$ cat src/rtl/ifetch_prefetch_q.sv
// Instruction fetch unit: issues sequential word fetches to a 1-cycle program ROM and
// buffers {pc, instruction} pairs in a DEPTH-entry prefetch queue presented to ID.
module ifetch_prefetch_q #(
    parameter int          ROM_AW   = 14,
    parameter int          DEPTH    = 4,
    parameter logic [31:0] RESET_PC = 32'h0
) (
    input  logic              clock,
    input  logic              reset,
    output logic [ROM_AW-1:0] rom_adr_o,
    output logic              rom_en_o,
    input  logic [31:0]       Jpadr,
    input  logic              nBranch,
    input  logic [31:0]       id_target,
    input  logic              JR,
    input  logic [31:0]       Read_data_1,
    input  logic              J,
    input  logic [25:0]       Jump_PC,
    input  logic              flush,
    input  logic [31:0]       interrupt_PC,
    input  logic              bp_taken,
    output logic              inst_valid,
    input  logic              inst_ready,
    output logic [31:0]       Instruction,
    output logic [31:0]       inst_pc,
    output logic [31:0]       opcplus4
);
    localparam int PW = $clog2(DEPTH);
    localparam int CW = PW + 1;

    logic [31:0]   fetch_pc_q;
    logic [31:0]   inflight_pc_q;
    logic          inflight_q;
    logic [31:0]   mem_instr [DEPTH];
    logic [31:0]   mem_pc    [DEPTH];
    logic [PW-1:0] rd_ptr_q;
    logic [PW-1:0] wr_ptr_q;
    logic [PW-1:0] rd_ptr_next;
    logic [CW-1:0] count_q;
    logic [CW-1:0] count_after_pop;
    logic [CW:0]   credits_used;
    logic          pop;
    logic          push;
    logic          issue;
    logic          bp_redirect;
    logic          redirect;
    logic [31:0]   bp_target;
    logic [31:0]   redirect_target;

    function automatic logic [31:0] link_word(input logic [31:0] pc);
        logic [31:0] pc_plus4;
        pc_plus4 = pc + 32'd4;
        return {2'b00, pc_plus4[31:2]};
    endfunction

    assign pop         = inst_valid & inst_ready;
    assign bp_redirect = bp_taken & pop;
    assign redirect    = nBranch | JR | J | bp_redirect | flush;
    assign bp_target   = inst_pc + 32'd4 + {{14{Instruction[15]}}, Instruction[15:0], 2'b00};

    always_comb begin
        if (nBranch)          redirect_target = id_target;
        else if (JR)          redirect_target = Read_data_1;
        else if (J)           redirect_target = {fetch_pc_q[31:28], Jump_PC, 2'b00};
        else if (bp_redirect) redirect_target = bp_target;
        else                  redirect_target = interrupt_PC;
    end

    // A fetch is only issued when a queue slot is guaranteed for its return next cycle.
    assign credits_used    = {1'b0, count_q} + (CW+1)'(inflight_q);
    assign issue           = ~reset & ~redirect & (credits_used < (CW+1)'(DEPTH));
    assign push            = inflight_q & ~redirect;
    assign count_after_pop = count_q - CW'(pop);
    assign rd_ptr_next     = rd_ptr_q + PW'(pop);

    assign rom_adr_o = fetch_pc_q[ROM_AW+1:2];
    assign rom_en_o  = issue;

    // NOTE: every register here is assigned with <= so all of them sample pre-edge values.
    always_ff @(negedge clock) begin
        if (reset) begin
            fetch_pc_q    <= {RESET_PC[31:2], 2'b00};
            inflight_pc_q <= '0;
            inflight_q    <= 1'b0;
            rd_ptr_q      <= '0;
            wr_ptr_q      <= '0;
            count_q       <= '0;
            inst_valid    <= 1'b0;
            Instruction   <= '0;
            inst_pc       <= '0;
            opcplus4      <= '0;
        end else if (redirect) begin
            fetch_pc_q <= redirect_target & ~32'h3;
            inflight_q <= 1'b0;
            rd_ptr_q   <= '0;
            wr_ptr_q   <= '0;
            count_q    <= '0;
            inst_valid <= 1'b0;
        end else begin
            inflight_q <= issue;
            if (issue) begin
                fetch_pc_q    <= fetch_pc_q + 32'd4;
                inflight_pc_q <= fetch_pc_q;
            end
            if (push) begin
                wr_ptr_q <= wr_ptr_q + PW'(1);
            end
            rd_ptr_q <= rd_ptr_next;
            count_q  <= count_after_pop + CW'(push);

            // Head registers track the next head; when the queue drains they hold.
            if (count_after_pop != '0) begin
                inst_valid  <= 1'b1;
                Instruction <= mem_instr[rd_ptr_next];
                inst_pc     <= mem_pc[rd_ptr_next];
                opcplus4    <= link_word(mem_pc[rd_ptr_next]);
            end else if (push) begin
                inst_valid  <= 1'b1;
                Instruction <= Jpadr;
                inst_pc     <= inflight_pc_q;
                opcplus4    <= link_word(inflight_pc_q);
            end else begin
                inst_valid <= 1'b0;
            end
        end
    end

    // NOTE: queue storage has no reset; count_q and inst_valid decide which entries are live.
    always_ff @(negedge clock) begin
        if (push && !reset) begin
            mem_instr[wr_ptr_q] <= Jpadr;
            mem_pc[wr_ptr_q]    <= inflight_pc_q;
        end
    end

    queue_no_overflow: assert property (@(negedge clock) disable iff (reset)
        !(push && count_q == CW'(DEPTH)));

endmodule

$ cat config.mk
export PLATFORM = sky130hd
export DESIGN_NAME = ifetch_prefetch_q
export DESIGN_NICKNAME = d
export VERILOG_FILES = /design/src/rtl/ifetch_prefetch_q.sv
export SDC_FILE = /design/constraint.sdc
export NUM_CORES = 1
export LEC_CHECK = 0
export ABC_AREA = 1
export BUFFER_PORTS_ARGS = -buffer_cell sky130_fd_sc_hd__buf_2
export CAP_MARGIN = 20
export CELL_PAD_IN_SITES_DETAIL_PLACEMENT = 1
export CELL_PAD_IN_SITES_GLOBAL_PLACEMENT = 2
export CORE_ASPECT_RATIO = 1.4
export CORE_MARGIN = 5
export CORE_UTILIZATION = 37
export DETAILED_ROUTE_END_ITERATION = 10
export PLACE_DENSITY = 0.88
export SLEW_MARGIN = 20
export SYNTH_ARGS = -nofsm -noshare
export SYNTH_HDL_FRONTEND = slang
export SYNTH_SLANG_ARGS = --single-unit
$ cat constraint.sdc
create_clock -name clock -period 8.22 [get_ports clock]
set_clock_uncertainty 0.1 [all_clocks]
set_input_delay 1.644 -clock clock [delete_from_list [all_inputs] [get_ports clock]]
set_output_delay 1.644 -clock clock [all_outputs]
set_load 0.02 [all_outputs]
==> metrics.yaml <==
status: "finished clean"
rows: 105
cts_htree_levels: 2
n_antenna_cell: 0
crit_type: "flop to output pin"
yosys.area_share.adder_pct: 4.03
slew_headroom_pct: 49.3
hold_path_end: "mem_pc[0][3]"
synth_top_family_by_area: "simple AND/OR/NAND/NOR gates"
remaining_drc_errors: 0
path_cells: "nand2_1, inv_1, nand2_2, nand3_4, nor2_4, nand3_4, inv_2, buf_12, buf_2"
drv_slew: 0
overflow: 0
synth_compound_area_share_pct: 10.5
reg2reg_to: "fetch_pc_q[15]"
cp_slowest_stage_delay_ps: 310
clock_latency_ps: 650
synthXorXnorAreaFrac_pct: 1.57
grt_pass1_vias: 24300
drive_gt1_share_pct: 16.9
worstMarginPinSlew_ps: 753
regToRegStartpoint: "Instruction[1]"
cp-end-kind: "output pin"
worst_slack_ps: 84.3
grt_start_max_net_pins: 114
synth.distinct_cells: 53
path_common_cell: "nand3_4"
ys_ff_latch: 409
first_iter_violations: 1252
syn-cell-area_um2: 21600
gp_congestion: 1.08
postRouteAntennaNets: 0
ff2ff_setup_slack_ps: 5000
die_w_um: 214
via_count: 21900
post-dp-hpwl_um: 64800
setup_viol: 0
path_clk_slew_ps: 60
avgSynthCellArea_um2: 7.90
finalPower_uw: 5420
boundaryPins: 274
cp_data_required_time_ps: 6480
viasPerCell: 5.12
netlist_instances: 2737
cts_buffers: 43
cap_violations: 0
power_density_nw_per_um2: 193
coreArea_um2: 58300
grt_first_pass_wirelength_um: 136000
initial_core_util_pct: 37.1
yosys_warnings: 0
hold_class: "flop to flop"
syn2layout_area_growth_pct: 29.6
clkSinkCount: 409
grt_use_total_pct: 27.6
timing.critical_path.slowest_stage_cell: "dfxtp_1"
ir_worst_vdd_mv: 0.120
yosys.area_share.simple_pct: 27.7
seq_area_frac_synth_pct: 49.3
place_ws_ps: -534
port_buffers: 263
start_kind: "flop"
dr.pass1.iters: 5
hold_depth: 0
wl_per_cell_um: 21.2
hold_viol: 0
holdBufCountCts: 0
antenna_found_initial: 1
muxShareOfSynthArea_pct: 0.0463
cts.path.max_buffers: 3
final_net_count: 3725
path_max_fanout: 34
root_buffer: "clkbuf_16"
die_area_um2: 63500
cts_tree: "yes"
chipHeight_um: 296
fin_util_pct: 48.1
hold_path.startpoint: "inflight_pc_q[3]"
drt_wl_total_um: 90700
leakagePower_uw: 0.0140
crit_arrival_ps: 6390
r2r_cells: 15
[worst max-delay path by stage]
stage / startpoint / endpoint / slack [ps]
2_1_floorplan: JR / mem_instr[0][0] / -590
3_3_place_gp: inst_ready / opcplus4[23] / -480
3_5_place_dp: inst_ready / opcplus4[23] / -530
4_1_cts: inst_ready / opcplus4[23] / 20
5_1_grt: inst_valid / rom_en_o / -9
6_report: inst_valid / rom_en_o / 80
[where the power goes]
| part | total (uW) | leakage, uW | internal (uW) | switching [uW] |
|---|---|---|---|---|
| Clock | 2950 | 0.00291 | 1440 | 1510 |
| Sequential | 2230 | 0.00350 | 2200 | 28.5 |
| Combinational | 246 | 0.00759 | 88.5 | 158 |
| Total | 5420 | 0.0140 | 3720 | 1700 |
[Yosys cell counts (all sizes together)]
library cell / number / area share (%)
nand4: 20 / 0.58
o2111ai: 3 / 0.12
a211oi: 5 / 0.17
a21o: 2 / 0.069
a31oi: 35 / 1.0
xnor2: 11 / 0.51
nand2: 1093 / 19
clkbuf: 57 / 0.99
clkinv: 4 / 0.081
o21ai: 158 / 3.7
fa: 1 / 0.093
xor2: 26 / 1.1
o21a: 13 / 0.45
nand3: 104 / 2.6
conb: 1 / 0.017
inv: 195 / 3.4
o21bai: 5 / 0.17
a221oi: 13 / 0.53
buf: 86 / 2.3
nor4: 8 / 0.23
ha: 68 / 3.9
nor3b: 1 / 0.035
a22oi: 3 / 0.10
a21oi: 142 / 3.3
or2: 10 / 0.29
edfxtp: 248 / 34
nand3b: 1 / 0.035
nor2: 211 / 4.0
mux2i: 1 / 0.046
nor3: 18 / 0.51
dfxtp: 161 / 15
o211ai: 22 / 0.76
o31ai: 1 / 0.035
and2: 7 / 0.20
o221ai: 3 / 0.12
[worst max-delay path, delay by kind of cell, from the launching register on]
family	cells	cell delay, ps
flops	1	310
buf+inv	4	620
simple gates	5	700
[layer usage]
layer	global-route usage (%)	vias up	share of wire [%]
met5	0	-	0.0077
met4	16.2	2	5.1
met3	5.27	183	3.8
met2	51.5	610	53
met1	29.0	10600	38
li1	-	10500	-
[kinds of logic (layout without fill, tap and decap cells)]
group                    count (synthesis)  after routing
multiplexers                             1              1
other                                    1              4
XOR/XNOR                                37             37
adder cells (fa/ha/maj)                 69             69
flip-flops                             409            409
AO/OA/AOI/OAI                          405            405
AND/OR/NAND/NOR                       1473           1473
buffers and inverters                  342           1127
[cells in the final DEF (no fill, tap or decap), types with 5 or more instances in the layout]
cell	count
nor3_1	14
inv_4	8
nor2_1	190
buf_2	263
o211ai_1	22
bufinv_16	6
clkbuf_16	43
ha_1	66
or2_2	10
edfxtp_1	248
a31oi_1	35
nand2_2	18
nor2_4	12
buf_4	147
nand3_1	98
nand4_1	20
inv_1	597
buf_12	33
clkinvlp_2	6
inv_2	9
o21a_1	13
nand2_1	1073
nor2_2	9
xnor2_1	9
xor2_1	26
a211oi_1	5
nor4_1	8
and2_1	7
a221oi_1	13
a21oi_1	142
o21ai_0	147
o21bai_1	5
dfxtp_1	161
o21ai_1	8
[stage by stage]
step | hold WS, ps | std cells | setup TNS, ps | instance area [um^2]
finish | 397 | 4274 | 0 | 28000
global route | 416 | 4274 | -9.04 | 28000
CTS | 401 | 4273 | 0 | 28000
detailed placement | 391 | 3789 | -12120 | 25000
global placement | 371 | 3789 | -5990 | 25000
floorplan | 360 | 2740 | -146540 | 21700
[sequential cells by signal (all words and copies together) (netlist names)]
name,count
mem_instr,128
mem_pc,120
Instruction,32
fetch_pc_q,30
inflight_pc_q,30
inst_pc,30
opcplus4,30
count_q,3
rd_ptr_q,2
wr_ptr_q,2
inflight_q,1
inst_valid,1
[timing repair]
action	4_1_cts	5_1_grt
pin swaps	0	1
resized for setup	2	4
setup endpoints to repair	1	6
cloned	0	0
buffers inserted	0	1
hold endpoints to repair	0	0
[cell type report]
class | instances | area, um^2
inverter | 198 | 754
fill | 7349 | 30300
multi-input combinational | 1989 | 9590
clock buffer | 43 | 1080
tap | 749 | 937
timing repair buffer | 444 | 3090
sequential | 409 | 10700
clock inverter | 442 | 1920
(Power assumes the default switching activity.)
